--- config.mk ---
export PLATFORM = sky130hd
export DESIGN_NAME = ibexc_data_responder
export DESIGN_NICKNAME = d
export VERILOG_FILES = /design/src/rtl/ibexc_tb_pkg.sv /design/src/rtl/ibexc_rsp_fifo.sv /design/src/rtl/ibexc_data_responder.sv
export SDC_FILE = /design/constraint.sdc
export NUM_CORES = 1
export LEC_CHECK = 0
export CORE_ASPECT_RATIO = 1.2
export CORE_MARGIN = 1
export CORE_UTILIZATION = 44
export CTS_CLUSTER_SIZE = 30
export DETAILED_ROUTE_END_ITERATION = 8
export PLACE_DENSITY = 0.77
export SLEW_MARGIN = 5
export SYNTH_ARGS = -nofsm -noshare
export SYNTH_HDL_FRONTEND = slang
export SYNTH_SLANG_ARGS = --single-unit
export TNS_END_PERCENT = 1
--- constraint.sdc ---
create_clock -name clk_i -period 2 [get_ports clk_i]
set_input_delay 0.2 -clock clk_i [delete_from_list [all_inputs] [get_ports clk_i]]
set_output_delay 0.2 -clock clk_i [all_outputs]
set_load 0.005 [all_outputs]
--- src/rtl/ibexc_tb_pkg.sv ---
// Shared types for the CHERIoT data-side responder: response entry layout and tag position.
package ibexc_tb_pkg;

   localparam int unsigned RspDataWidth = 33;
   localparam int unsigned TagBit       = 32;

   typedef struct packed {
      logic                    err;
      logic [RspDataWidth-1:0] rdata;
   } rsp_entry_t;

endpackage

--- src/rtl/ibexc_rsp_fifo.sv ---
// Synchronous response FIFO; head is visible on rdata_o whenever not empty.
module ibexc_rsp_fifo
   import ibexc_tb_pkg::*;
#(
   parameter int unsigned Depth   = 4,
   parameter type         entry_t = rsp_entry_t
) (
   input  logic                         clk_i,
   input  logic                         rst_ni,
   input  logic                         push_i,
   input  entry_t                       wdata_i,
   input  logic                         pop_i,
   output entry_t                       rdata_o,
   output logic                         full_o,
   output logic                         empty_o,
   output logic [$clog2(Depth+1)-1:0]   count_o
);

   localparam int unsigned PtrW = $clog2(Depth);
   localparam int unsigned CntW = $clog2(Depth + 1);

   entry_t          mem [Depth];
   logic [PtrW-1:0] wr_ptr;
   logic [PtrW-1:0] rd_ptr;
   logic [CntW-1:0] count;
   logic            do_push;
   logic            do_pop;

   // Wrap explicitly so non-power-of-two depths work.
   function automatic logic [PtrW-1:0] ptr_inc(input logic [PtrW-1:0] p);
      return (p == PtrW'(Depth - 1)) ? '0 : p + PtrW'(1);
   endfunction

   assign full_o  = (count == CntW'(Depth));
   assign empty_o = (count == '0);
   assign count_o = count;
   assign rdata_o = mem[rd_ptr];
   assign do_push = push_i & ~full_o;
   assign do_pop  = pop_i & ~empty_o;

   always_ff @(posedge clk_i) begin
      if (do_push) mem[wr_ptr] <= wdata_i;
   end

   always_ff @(posedge clk_i or negedge rst_ni) begin
      if (!rst_ni) begin
         wr_ptr <= '0;
         rd_ptr <= '0;
         count  <= '0;
      end else begin
         if (do_push) wr_ptr <= ptr_inc(wr_ptr);
         if (do_pop)  rd_ptr <= ptr_inc(rd_ptr);
         if (do_push && !do_pop)      count <= count + CntW'(1);
         else if (do_pop && !do_push) count <= count - CntW'(1);
      end
   end

   a_no_overflow: assert property (@(posedge clk_i) disable iff (!rst_ni) !(push_i && full_o));

endmodule

--- src/rtl/ibexc_data_responder.sv ---
// Data-side slave for the CHERIoT core: grants requests, drives a tagged 1-cycle SRAM,
// and returns in-order responses, erroring accesses outside the RAM window.
module ibexc_data_responder
   import ibexc_tb_pkg::*;
#(
   parameter logic [31:0] MemBase   = 32'h2000_0000,
   parameter logic [31:0] MemSize   = 32'h0001_0000,
   parameter int unsigned Depth     = 4,
   parameter int unsigned DataWidth = 33
) (
   input  logic                          clk_i,
   input  logic                          rst_ni,
   input  logic                          data_req_i,
   input  logic                          data_is_cap_i,
   input  logic                          data_we_i,
   input  logic [3:0]                    data_be_i,
   input  logic [31:0]                   data_addr_i,
   input  logic [DataWidth-1:0]          data_wdata_i,
   output logic                          data_gnt_o,
   output logic                          data_rvalid_o,
   output logic [DataWidth-1:0]          data_rdata_o,
   output logic                          data_err_o,
   input  logic                          gnt_stall_i,
   input  logic                          rsp_stall_i,
   output logic                          ram_req_o,
   output logic                          ram_we_o,
   output logic [3:0]                    ram_be_o,
   output logic [$clog2(MemSize)-3:0]    ram_addr_o,
   output logic [DataWidth-1:0]          ram_wdata_o,
   input  logic [DataWidth-1:0]          ram_rdata_i
);

   localparam int unsigned RamAddrW = $clog2(MemSize) - 2;
   localparam int unsigned CntW     = $clog2(Depth + 1);

   logic [31:0]     offset;
   logic            in_range;
   logic            accept;
   logic            ram_access;
   logic [CntW-1:0] outstanding;

   logic            s1_valid;
   logic            s1_err;
   logic            s1_we;
   logic            s1_is_cap;

   rsp_entry_t      push_entry;
   rsp_entry_t      head;
   logic            fifo_full;
   logic            fifo_empty;
   logic [CntW-1:0] fifo_count;

   // Wrapping subtraction makes addresses below MemBase land far out of range.
   assign offset     = data_addr_i - MemBase;
   assign in_range   = (offset < MemSize);
   assign data_gnt_o = data_req_i & ~gnt_stall_i & (outstanding < CntW'(Depth));
   assign accept     = data_req_i & data_gnt_o;
   assign ram_access = accept & in_range;

   assign ram_req_o  = ram_access;
   assign ram_we_o   = ram_access & data_we_i;
   assign ram_be_o   = ram_access ? data_be_i : '0;
   assign ram_addr_o = ram_access ? offset[RamAddrW+1:2] : '0;

   // Non-capability writes always store a cleared tag.
   always_comb begin
      ram_wdata_o = '0;
      if (ram_access) begin
         ram_wdata_o         = data_wdata_i;
         ram_wdata_o[TagBit] = data_wdata_i[TagBit] & data_is_cap_i;
      end
   end

   always_ff @(posedge clk_i or negedge rst_ni) begin
      if (!rst_ni) begin
         s1_valid  <= 1'b0;
         s1_err    <= 1'b0;
         s1_we     <= 1'b0;
         s1_is_cap <= 1'b0;
      end else begin
         s1_valid  <= accept;
         s1_err    <= accept & ~in_range;
         s1_we     <= accept & data_we_i;
         s1_is_cap <= accept & data_is_cap_i;
      end
   end

   // Read data is captured the cycle after the RAM strobe; writes and errors return zero.
   always_comb begin
      push_entry     = '0;
      push_entry.err = s1_err;
      if (!s1_err && !s1_we) begin
         push_entry.rdata         = RspDataWidth'(ram_rdata_i);
         push_entry.rdata[TagBit] = ram_rdata_i[TagBit] & s1_is_cap;
      end
   end

   ibexc_rsp_fifo #(
      .Depth   (Depth),
      .entry_t (rsp_entry_t)
   ) u_rsp_fifo (
      .clk_i   (clk_i),
      .rst_ni  (rst_ni),
      .push_i  (s1_valid),
      .wdata_i (push_entry),
      .pop_i   (data_rvalid_o),
      .rdata_o (head),
      .full_o  (fifo_full),
      .empty_o (fifo_empty),
      .count_o (fifo_count)
   );

   assign data_rvalid_o = ~fifo_empty & ~rsp_stall_i;
   assign data_rdata_o  = fifo_empty ? '0 : DataWidth'(head.rdata);
   assign data_err_o    = ~fifo_empty & head.err;

   always_ff @(posedge clk_i or negedge rst_ni) begin
      if (!rst_ni) begin
         outstanding <= '0;
      end else begin
         case ({accept, data_rvalid_o})
            2'b10:   outstanding <= outstanding + CntW'(1);
            2'b01:   outstanding <= outstanding - CntW'(1);
            default: outstanding <= outstanding;
         endcase
      end
   end

   a_req_stable: assert property (@(posedge clk_i) disable iff (!rst_ni)
      (data_req_i && !data_gnt_o) |=> (data_req_i &&
         $stable({data_we_i, data_is_cap_i, data_be_i, data_addr_i, data_wdata_i})));
   a_rvalid_has_txn: assert property (@(posedge clk_i) disable iff (!rst_ni)
      data_rvalid_o |-> (outstanding != '0));
   a_outstanding_max: assert property (@(posedge clk_i) disable iff (!rst_ni)
      outstanding <= CntW'(Depth));
   a_fifo_within_outstanding: assert property (@(posedge clk_i) disable iff (!rst_ni)
      (fifo_count <= outstanding) && !(s1_valid && fifo_full));

endmodule
======== Yosys cells after proc, flatten, opt, wreduce, memory -nomap -nowiden ========
Memory sizes are Yosys's and may differ from the RTL's.
Cells that the tools add are included.
storage, ports and cells
  memories ................................ 1
  input port bits ......................... 109
  register bits ........................... 14
  output and inout bits ................... 89
  word-level logic and storage cells ...... 64
  bits in writable memories ............... 136
operators by class
  bitwise operators ....................... 19
  equality and inequality tests ........... 5
  add/sub/neg operators ................... 7
  mux-type cells .......................... 12
  reduce and logical (&&, ||, !) cells .... 10
  magnitude comparators ................... 2
memory list
  name            depth  bits a word  rd ports  clocked after Yosys merged registers in  write ports  line                  text
  u_rsp_fifo.mem  4      34           1         0                                        1            ibexc_rsp_fifo.sv:22  entry_t mem [Depth];
operator list
  kind                                                                             number
  33-bit 2-to-1 mux                                                                3
  32-bit by 17-bit less-than comparator with 1-bit output (second input constant)  1
  32-bit by 30-bit subtractor with 32-bit output (second input constant)           1
  1-bit bitwise AND                                                                14
  14-bit 2-to-1 mux                                                                1
  3-bit by 1-bit adder with 3-bit output (second input constant)                   2
  2-bit == test (second input constant)                                            3
  3-bit 2-to-1 mux                                                                 2
  3-bit one-hot mux with 2 select lines                                            1
  3-bit by 1-bit subtractor with 3-bit output (second input constant)              2
  1-bit inverter                                                                   5
  2-bit by 1-bit adder with 2-bit output (second input constant)                   2
  1-bit logical NOT                                                                4
  2-bit 2-to-1 mux                                                                 2
  4-bit 2-to-1 mux                                                                 1
  2-bit nonzero test                                                               2
  3-bit == test (second input constant)                                            1
  1-bit logical AND                                                                3
  3-bit logical NOT                                                                1
  3-bit less-than comparator (second input constant)                               1
  2-bit by 1-bit == test with 1-bit output (second input constant)                 1
  1-bit 2-to-1 mux                                                                 2

======== Depth between registers and ports, before layout ========
Gate-level depths: netlist of the first run.
  depth in word-level cells ............... 7
  mapped depth ............................ 9
  mapped depth without buffers ............ 9

======== Hierarchy ========
A second synthesis of the first run with hierarchy kept.
second synthesis, totals
  cell total of the unflattened synthesis .. 444
  area total of the unflattened synthesis .. 7063.0 um2
modules (own cells, without submodules)
  module                cells an instance  area an instance (um2)  seq. area each (um2)  instances
  ibexc_rsp_fifo        215                5392.7                  4259.1                1
  ibexc_data_responder  229                1670.4                  175.2                 1

======== Worst setup path after synthesis of the first run ========
Ideal clock, no wire load.
  path kind ............................... register -> register
  from .................................... register u_rsp_fifo.count[0], in the netlist u_rsp_fifo.count_o[0]
  to ...................................... memory u_rsp_fifo.mem[3][0] (netlist bit), enable pin
  stages on the path, launching flop included .. 4
  setup time .............................. 0.394 ns
  buffers on the path ..................... 0
  data required time ...................... 1.606 ns
  arrival time ............................ 1.693 ns
  period minus slack after synthesis ...... 2.087 ns
  setup slack ............................. -0.087 ns
  path through ............................ dfrtp_1 > nor2_1 > a21boi_1 > and2_1
between the ends
  word-level cells in the longest chain between the ends .. 5
ends and longest elaborated chain
  element                                 line                  text
  start, declared                         ibexc_rsp_fifo.sv:25  logic [CntW-1:0] count;
  start signal, assigned                  ibexc_rsp_fifo.sv:53  if (do_push && !do_pop) count <= count + CntW'(1);
  start signal, assigned                  ibexc_rsp_fifo.sv:54  else if (do_pop && !do_push) count <= count - CntW'(1);
  3-bit == test                           ibexc_rsp_fifo.sv:34  assign full_o = (count == CntW'(Depth));
  1-bit inverter                          ibexc_rsp_fifo.sv:38  assign do_push = push_i & ~full_o;
  1-bit bitwise AND                       ibexc_rsp_fifo.sv:38
  net u_rsp_fifo.do_push                  ibexc_rsp_fifo.sv:26  logic do_push;
  1-bit 2-to-1 mux                        ibexc_rsp_fifo.sv:42  if (do_push) mem[wr_ptr] <= wdata_i;
  1-bit 2-to-1 mux (implied by the code)  ibexc_rsp_fifo.sv:42
  end, declared                           ibexc_rsp_fifo.sv:22
The timed path passes the listed nets, and every way through them passes these cells.

======== Worst setup path after layout of the first run ========
  from .................................... register u_rsp_fifo.rd_ptr[0]
  to ...................................... output data_rdata_o[27]
between the ends
  word-level cells in the longest chain between the ends .. 2
ends and longest elaborated chain
  element                 line                         text
  start, declared         ibexc_rsp_fifo.sv:24         logic [PtrW-1:0] rd_ptr;
  start signal, assigned  ibexc_rsp_fifo.sv:52         if (do_pop) rd_ptr <= ptr_inc(rd_ptr);
  memory 4 x 34 bit       --
  33-bit 2-to-1 mux       ibexc_data_responder.sv:114  assign data_rdata_o = fifo_empty ? '0 : DataWidth'(head.rdata);
  end, declared           ibexc_data_responder.sv:21   output logic [DataWidth-1:0] data_rdata_o,
Every way passes these cells.

==> results of run 1 <==
==> layer usage <==
metal / wire [um] / GRT usage, % / vias up / share of wire, %
li1: - / - / 2148 / -
met1: 6960 / 24.8 / 2371 / 37
met2: 10200 / 38.8 / 220 / 54
met3: 1420 / 6.80 / 17 / 7.6
met4: 174 / 6.77 / 0 / 0.93
met5: 0 / 0 / - / 0
==> Yosys cell counts, types with 6 or more instances <==
cell type	number
dfrtp_1	14
nand2_1	51
nor2b_1	34
edfxtp_1	136
clkbuf_1	6
inv_1	10
buf_2	10
ha_1	8
mux4_2	34
and2_1	38
nor3_2	51
nor2_1	8
buf_6	9
==> sequential cells by signal, indices dropped and copies added (netlist names) <==
signal,count
outstanding,3
s1_err,1
s1_is_cap,1
s1_valid,1
s1_we,1
u_rsp_fifo.count_o,3
u_rsp_fifo.mem,136
u_rsp_fifo.rd_ptr,2
u_rsp_fifo.wr_ptr,2
==> timing repair <==
| item | CTS | global route |
|---|---|---|
| gates resized for setup | 192 | 131 |
| setup endpoints to repair | 90 | 91 |
| buffers inserted | 0 | 32 |
| gates cloned | 0 | 7 |
| pin swaps | 4 | 13 |
| endpoints found under the hold margin | 0 | 0 |
==> path summary, 6_finish.rpt <==
path	startpoint	endpoint	slack, ns	depth (start not counted)
max in group asynchronous	rst_ni	u_rsp_fifo.count_o[1]$_DFFE_PN0P_	1.38	1
hold / removal	rst_ni	s1_we$_DFF_PN0_	0.18	1
hold reg to reg	outstanding[0]$_DFFE_PN0P_	outstanding[0]$_DFFE_PN0P_	0.48	1
setup reg to reg	u_rsp_fifo.count_o[2]$_DFFE_PN0P_	u_rsp_fifo.count_o[2]$_DFFE_PN0P_	0.05	9
min in group clk_i	data_is_cap_i	s1_is_cap$_DFF_PN0_	0.39	2
setup / recovery	u_rsp_fifo.rd_ptr[0]$_DFFE_PN0P_	data_rdata_o[27]	-0.18	5
==> stage by stage <==
step / utilization, % / instance area [sq um] / setup TNS (ns)
detailed placement: 60.7 / 9450 / -28.82
CTS: 64.0 / 9970 / -19.75
global placement: 60.7 / 9450 / -26.39
finish: 66.6 / 10400 / -5.76
floorplan: - / 7020 / -8.92
global route: 66.6 / 10400 / -11.96
==> power by group through the flow <==
stage	registers, mW	logic (mW)	clock network (mW)
global route	4.11	4.57	3.37
detailed placement	4.13	4.08	0
finish	4.07	4.23	3.21
floorplan	4.05	2.19	0
CTS	4.08	3.83	3.25
global placement	4.11	3.98	0
==> cells by family after synthesis <==
family / count (synthesis)
simple gates: 192
flops: 150
buf+inv: 41
mux: 40
fa+ha+maj: 10
xor+xnor: 7
compound gates: 2
==> area by class of cell <==
cell class / count / area share (%)
clock buffers: 18 / 4.14
clock inverters: 14 / 1.69
inverters: 11 / 0.518
multi-input cells: 251 / 24.2
flip-flops and latches: 150 / 42.8
well taps: 208 / 2.51
repair buffers: 270 / 24.2
==> qor.csv, run 1 <==
stage;metric;value;unit
sta;rsz0062_at_grt;yes;
placed_design;dpl.hpwl;11900;um
synth;ys_seq_elements;150;
setup_path;crit_family;buffers and inverters;
synth;synthMuxAreaShare;11.8;%
sta;max_slew_margin;58.1;%
power_and_ir_drop;leakage;4.11;nW
synth;yosysWarnings;0;
final_layout;multiInputGateArea;0.00251;sq mm
final_layout;areaGrowthSynthToFinish;47.8;%
outcome;status;finished, violations left;
setup_path;critPathMaxStageDelay;0.49;ns
synth;synth-main-ff-cell;edfxtp_1;
final_layout;finalNonFillerCells;922;
clock_tree;cts_tree;done;
routing;drtIter0Drc;245;
synth;syn_inst;442;
synth;yosys.area_share.simple;18.3;%
power_and_ir_drop;totalPowerFinal;11.5;mW
floorplanning;dieArea;0.0165;sq mm
sta;holdWs;0.178;ns
outcome;violations;negative setup slack;
power_and_ir_drop;internal-power;8.27;mW
placed_design;place_inst;851;
synth;yosys.area.top_type;edfxtp_1;
placed_design;portBuffers;195;
clock_tree;cts_sinks;150;
synth;synth_top_area_share;58.2;%
clock_tree;cts_buffers;17;
sta;setup_viol;71;
sta;fin_crit;2.18;ns
final_layout;final-seq-area;0.00444;sq mm
final_layout;fin_nets;820;
final_layout;mostFrequentLayoutCells;136 x edfxtp_1, 99 x clkdlybuf4s50_1, 49 x buf_4;
final_layout;fillers;1071;
grt;grt_overflow_total;0;
sta;worst_pin_slew;0.626;ns
power_and_ir_drop;power_frac_clock;27.9;%
synth;netlist_area;0.00702;sq mm
placed_design;preCtsSetupSlack;-0.696;ns
routing;dr.pass1.iters;4;
setup_path;crit_top_cell;buf_12;
floorplanning;die_h;140;um
routing;vias;4756;
synth;synth_cell_types;31;
synth;synth_async_sr_flop_share;9.33;%
sta;fmax;458;MHz
final_layout;drive_above_1_share;42.6;%
clock_tree;clockBufferDepth;2;
sta;drv_slew;0;
setup_path;crit_arrival;1.98;ns
floorplanning;initial_utilization;45.1;%
clock_tree;cts_max_level;4;
clock_tree;clk_pin_slew;0.06;ns
placed_design;place.gp.congestion;0.782;
power_and_ir_drop;p_switching;3.24;mW
clock_tree;insertion_delay;0.41;ns
grt;grt_pass1_wl;26900;um
routing;remaining_drc_errors;0;
grt;grt_usage;21.7;%
setup_path;worstPathMaxFanout;5;
setup_path;required;1.80;ns
setup_path;worst_setup_path_end_kind;primary output;
synth;syn_nets;561;
setup_path;cp-start-kind;register;
floorplanning;placementRows;50;
sta;fin_crit_sh;109;%
final_layout;num_antenna_cells;0;
worst_hold_path;min_path_type;in2async;
sta;finalHoldViolCount;0;
setup_path;crit_buf_inv;3;
floorplanning;fp.coreArea;0.0156;sq mm
clock_tree;clockRootBuffer;clkbuf_16;
synth;synth_top_family_by_area;simple AND/OR/NAND/NOR gates;
floorplanning;pin_count;198;
setup_path;crit_chain;buf_12 -> buf_12 -> mux4_2 -> nor2b_1 -> clkdlybuf4s15_2;
flow_run;drv_cap;0;
power_and_ir_drop;ir_drop;743;uV
grt;grt_max_degree;47;
final_layout;final_common_cell;edfxtp_1;
setup_path;crit_type;reg2out;
synth;syn_area_per_cell;15.9;sq um
grt;grt_pass1_vias;4856;
routing;wl;18700;um
sta;fin_ws;-0.184;ns
routing;antenna_left;0;
routing;wire_per_inst;20.3;um
synth;synthAdderAreaFrac;2.00;%
sta;clock_skew;0.00726;ns
power_and_ir_drop;p_per_area;1110;mW/mm^2
synth;synth.area.top_cells;edfxtp_1 58%, mux4_2 11%, nor3_2 7.3%, dfrtp_1 5.0%, and2_1 3.4%;
synth;synth_compound_area_share;0.214;%
clock_tree;hold_buffers;0;
synth;yosysSeqAreaShare;63.1;%
setup_path;crit_slowest_cell;mux4_2;
power_and_ir_drop;seq_power_share;35.4;%
power_and_ir_drop;comb_power_share;36.7;%
grt;antenna_found_initial;0;
synth;synth_edf_count;136;
synth;synth_xor_area_share;0.873;%
power_and_ir_drop;switching_share;28.1;%
floorplanning;die_x;117;um
routing;vias_per_cell;5.16;
Note: power is estimated with default switching activity, not from simulation.
==> run 2: changes to the inputs <==
Settings changed: CTS_CLUSTER_SIZE 30 to 28.
==> results of run 2 <==
Final layout, timing and power as in run 1 (identical DEF).
==> run 3: changes to the inputs <==
Settings changed: CORE_UTILIZATION 44 to 52, PLACE_DENSITY 0.77 to 0.86.
Clock period 2 ns to 2.84 ns, I/O delays scaled along.
==> qor.csv, run 3 (synthesis results as in run 1) <==
stage;metric;value;unit;change
outcome;status;finished clean;;was finished, violations left
setup_path;r2r_cells;9;;unchanged
floorplanning;dieArea;0.0140;sq mm;was 0.0165 sq mm
clock_tree;cts_sinks;150;;unchanged
sta;fmax;366;MHz;
setup_path;crit_buf_inv;3;;unchanged
final_layout;top_register;u_rsp_fifo.mem;;unchanged
final_layout;finalNonFillerCells;825;;was 922
final_layout;fin_nets;763;;was 820
placed_design;place_inst;793;;was 851
floorplanning;fp.coreArea;0.0132;sq mm;was 0.0156 sq mm
sta;finalHoldViolCount;0;;unchanged
routing;wl;17600;um;was 18700 um
setup_path;crit_family;buffers and inverters;;unchanged
final_layout;final_cell_area;0.00981;sq mm;was 0.0104 sq mm
routing;vias_per_cell;5.41;;was 5.16
routing;wire_per_inst;21.3;um;was 20.3 um
grt;grt_pass1_wl;26300;um;was 26900 um
setup_path;r2r_slack;0.39;ns;was 0.05 ns
final_layout;mostFrequentLayoutCells;195 x clkdlybuf4s50_1, 136 x edfxtp_1, 50 x nor3_2, 50 x nand2_1;;was 136 x edfxtp_1, 99 x clkdlybuf4s50_1, 49 x buf_4
floorplanning;die_x;108;um;was 117 um
final_layout;drive_above_1_share;22.8;%;was 42.6%
grt;antenna_found_initial;0;;unchanged
floorplanning;initial_utilization;53.3;%;was 45.1%
setup_path;cp-start-kind;register;;unchanged
clock_tree;clockBufferDepth;2;;unchanged
placed_design;place.gp.congestion;0.832;;was 0.782
placed_design;portBuffers;195;;unchanged
clock_tree;hold_buffers;0;;unchanged
clock_tree;clockRootBuffer;clkbuf_16;;unchanged
setup_path;critPathMaxStageDelay;0.51;ns;was 0.49 ns
power_and_ir_drop;p_per_area;786;mW/mm^2;was 1110 mW/mm^2
sta;drv_slew;0;;unchanged
routing;dr.pass1.iters;4;;unchanged
setup_path;r2r_end;u_rsp_fifo.count_o[2]$_DFFE_PN0P_;;unchanged
sta;finalSetupTns;0;ns;was -5.76 ns
grt;grt_pass1_vias;4646;;was 4856
sta;setup_viol;0;;was 71
clock_tree;clk_pin_slew;0.06;ns;about the same
sta;max_slew_margin;54.3;%;was 58.1%
floorplanning;die_h;129;um;was 140 um
setup_path;r2r_start;u_rsp_fifo.count_o[1]$_DFFE_PN0P_;;was u_rsp_fifo.count_o[2]$_DFFE_PN0P_
sta;worst_pin_slew;0.683;ns;was 0.626 ns
final_layout;largest_reg_flops;136;;unchanged
clock_tree;cts_max_level;4;;unchanged
setup_path;crit_type;reg2out;;unchanged
final_layout;areaGrowthSynthToFinish;39.7;%;was 47.8%
power_and_ir_drop;ir_drop;633;uV;was 743 uV
final_layout;final_common_cell;clkdlybuf4s50_1;;was edfxtp_1
clock_tree;cts_buffers;17;;unchanged
routing;antenna_left;0;;unchanged
final_layout;num_antenna_cells;0;;unchanged
clock_tree;insertion_delay;0.42;ns;was 0.41 ns
flow_run;drv_cap;0;;unchanged
sta;fin_crit;2.73;ns;
sta;clock_skew;0.0116;ns;was 0.00726 ns
sta;rsz0062_at_grt;no;;was yes
worst_hold_path;min_path_type;in2async;;unchanged
sta;fin_crit_sh;96.1;%;
routing;drtIter0Drc;324;;was 245
sta;holdWs;0.284;ns;was 0.178 ns
grt;grt_overflow_total;0;;unchanged
power_and_ir_drop;leakage;3.20;nW;was 4.11 nW
routing;vias;4461;;was 4756
setup_path;crit_arrival;2.45;ns;was 1.98 ns
setup_path;required;2.56;ns;was 1.80 ns
floorplanning;pin_count;198;;unchanged
clock_tree;cts_tree;done;;unchanged
setup_path;crit_chain;or3b_1 -> inv_6 -> buf_4 -> nand2_1 -> nor3_2 -> clkdlybuf4s50_1;;was buf_12 -> buf_12 -> mux4_2 -> nor2b_1 -> clkdlybuf4s15_2
grt;grt_max_degree;41;;was 47
placed_design;placed_area;0.00924;sq mm;was 0.00945 sq mm
setup_path;worstPathMaxFanout;16;;was 5
setup_path;worst_setup_path_end_kind;primary output;;unchanged
placed_design;dpl.hpwl;12000;um;was 11900 um
grt;grt_usage;26.4;%;was 21.7%
final_layout;fillers;764;;was 1071
floorplanning;placementRows;46;;was 50
routing;remaining_drc_errors;0;;unchanged
setup_path;crit_slowest_cell;clkdlybuf4s50_1;;was mux4_2
[run 3: metal layers]
layer | global-route usage, % | wire (um)
met5 | 0 | 0
met4 | 7.17 | 183
met2 | 47.4 | 9470
met1 | 31.3 | 6450
met3 | 6.84 | 1470
[run 3: power breakdown]
group	internal [mW]	leakage, nW	switching, mW	total, mW
sequential	2.73	1.41	0.150	2.88
combinational	1.58	1.53	1.13	2.71
clock	1.28	0.267	0.841	2.12
[run 3: per-stage QoR]
step	total power [mW]	utilization, %	setup WS, ns
CTS	7.79	74.4	0.0738
global placement	5.51	70.1	0.114
floorplan	4.39	-	0.753
finish	7.71	74.4	0.111
global route	8.07	74.4	0.0261
detailed placement	5.63	70.1	0.0760
[run 3: repair_timing]
action	in CTS	in global routing
setup buffers	0	0
gates resized for setup	0	1
setup endpoints to repair	0	10
hold endpoints to repair	0	0
[run 3: final cells by class]
cell class | count | area [sq um] | share of cell area [%]
sequential | 150 | 4440 | 45.2
multi-input combinational | 251 | 2350 | 24.0
timing repair buffer | 213 | 2200 | 22.4
clock buffer | 18 | 429 | 4.37
tap | 168 | 210 | 2.14
clock inverter | 14 | 135 | 1.38
inverter | 11 | 46.3 | 0.472
[run 3: worst reg2reg max path, stage by stage, from the launching register on]
cell and delay (ns):
dfrtp_1 0.45, nor3_4 0.51, nor2_1 0.14, inv_1 0.08
ha_1 0.19, inv_1 0.07, fa_1 0.40, xor2_1 0.19
nor2_1 0.12, xor2_1 0.20
[run 3: how the worst max path moves through the flow]
| stage | startpoint | to | slack (ns) | cells past startpoint |
|---|---|---|---|---|
| 2_1_floorplan | u_rsp_fifo.count_o[0]$_DFFE_PN0P_ | u_rsp_fifo.mem[3][0]$_DFFE_PP_ | 0.75 | 3 |
| 3_3_place_gp | data_addr_i[29] | ram_wdata_o[32] | 0.11 | 9 |
| 3_5_place_dp | data_addr_i[29] | ram_wdata_o[12] | 0.08 | 8 |
| 4_1_cts | data_addr_i[29] | ram_wdata_o[12] | 0.07 | 8 |
| 5_1_grt | outstanding[2]$_DFFE_PN0P_ | ram_wdata_o[7] | 0.03 | 6 |
| 6_report | outstanding[2]$_DFFE_PN0P_ | ram_wdata_o[30] | 0.11 | 6 |
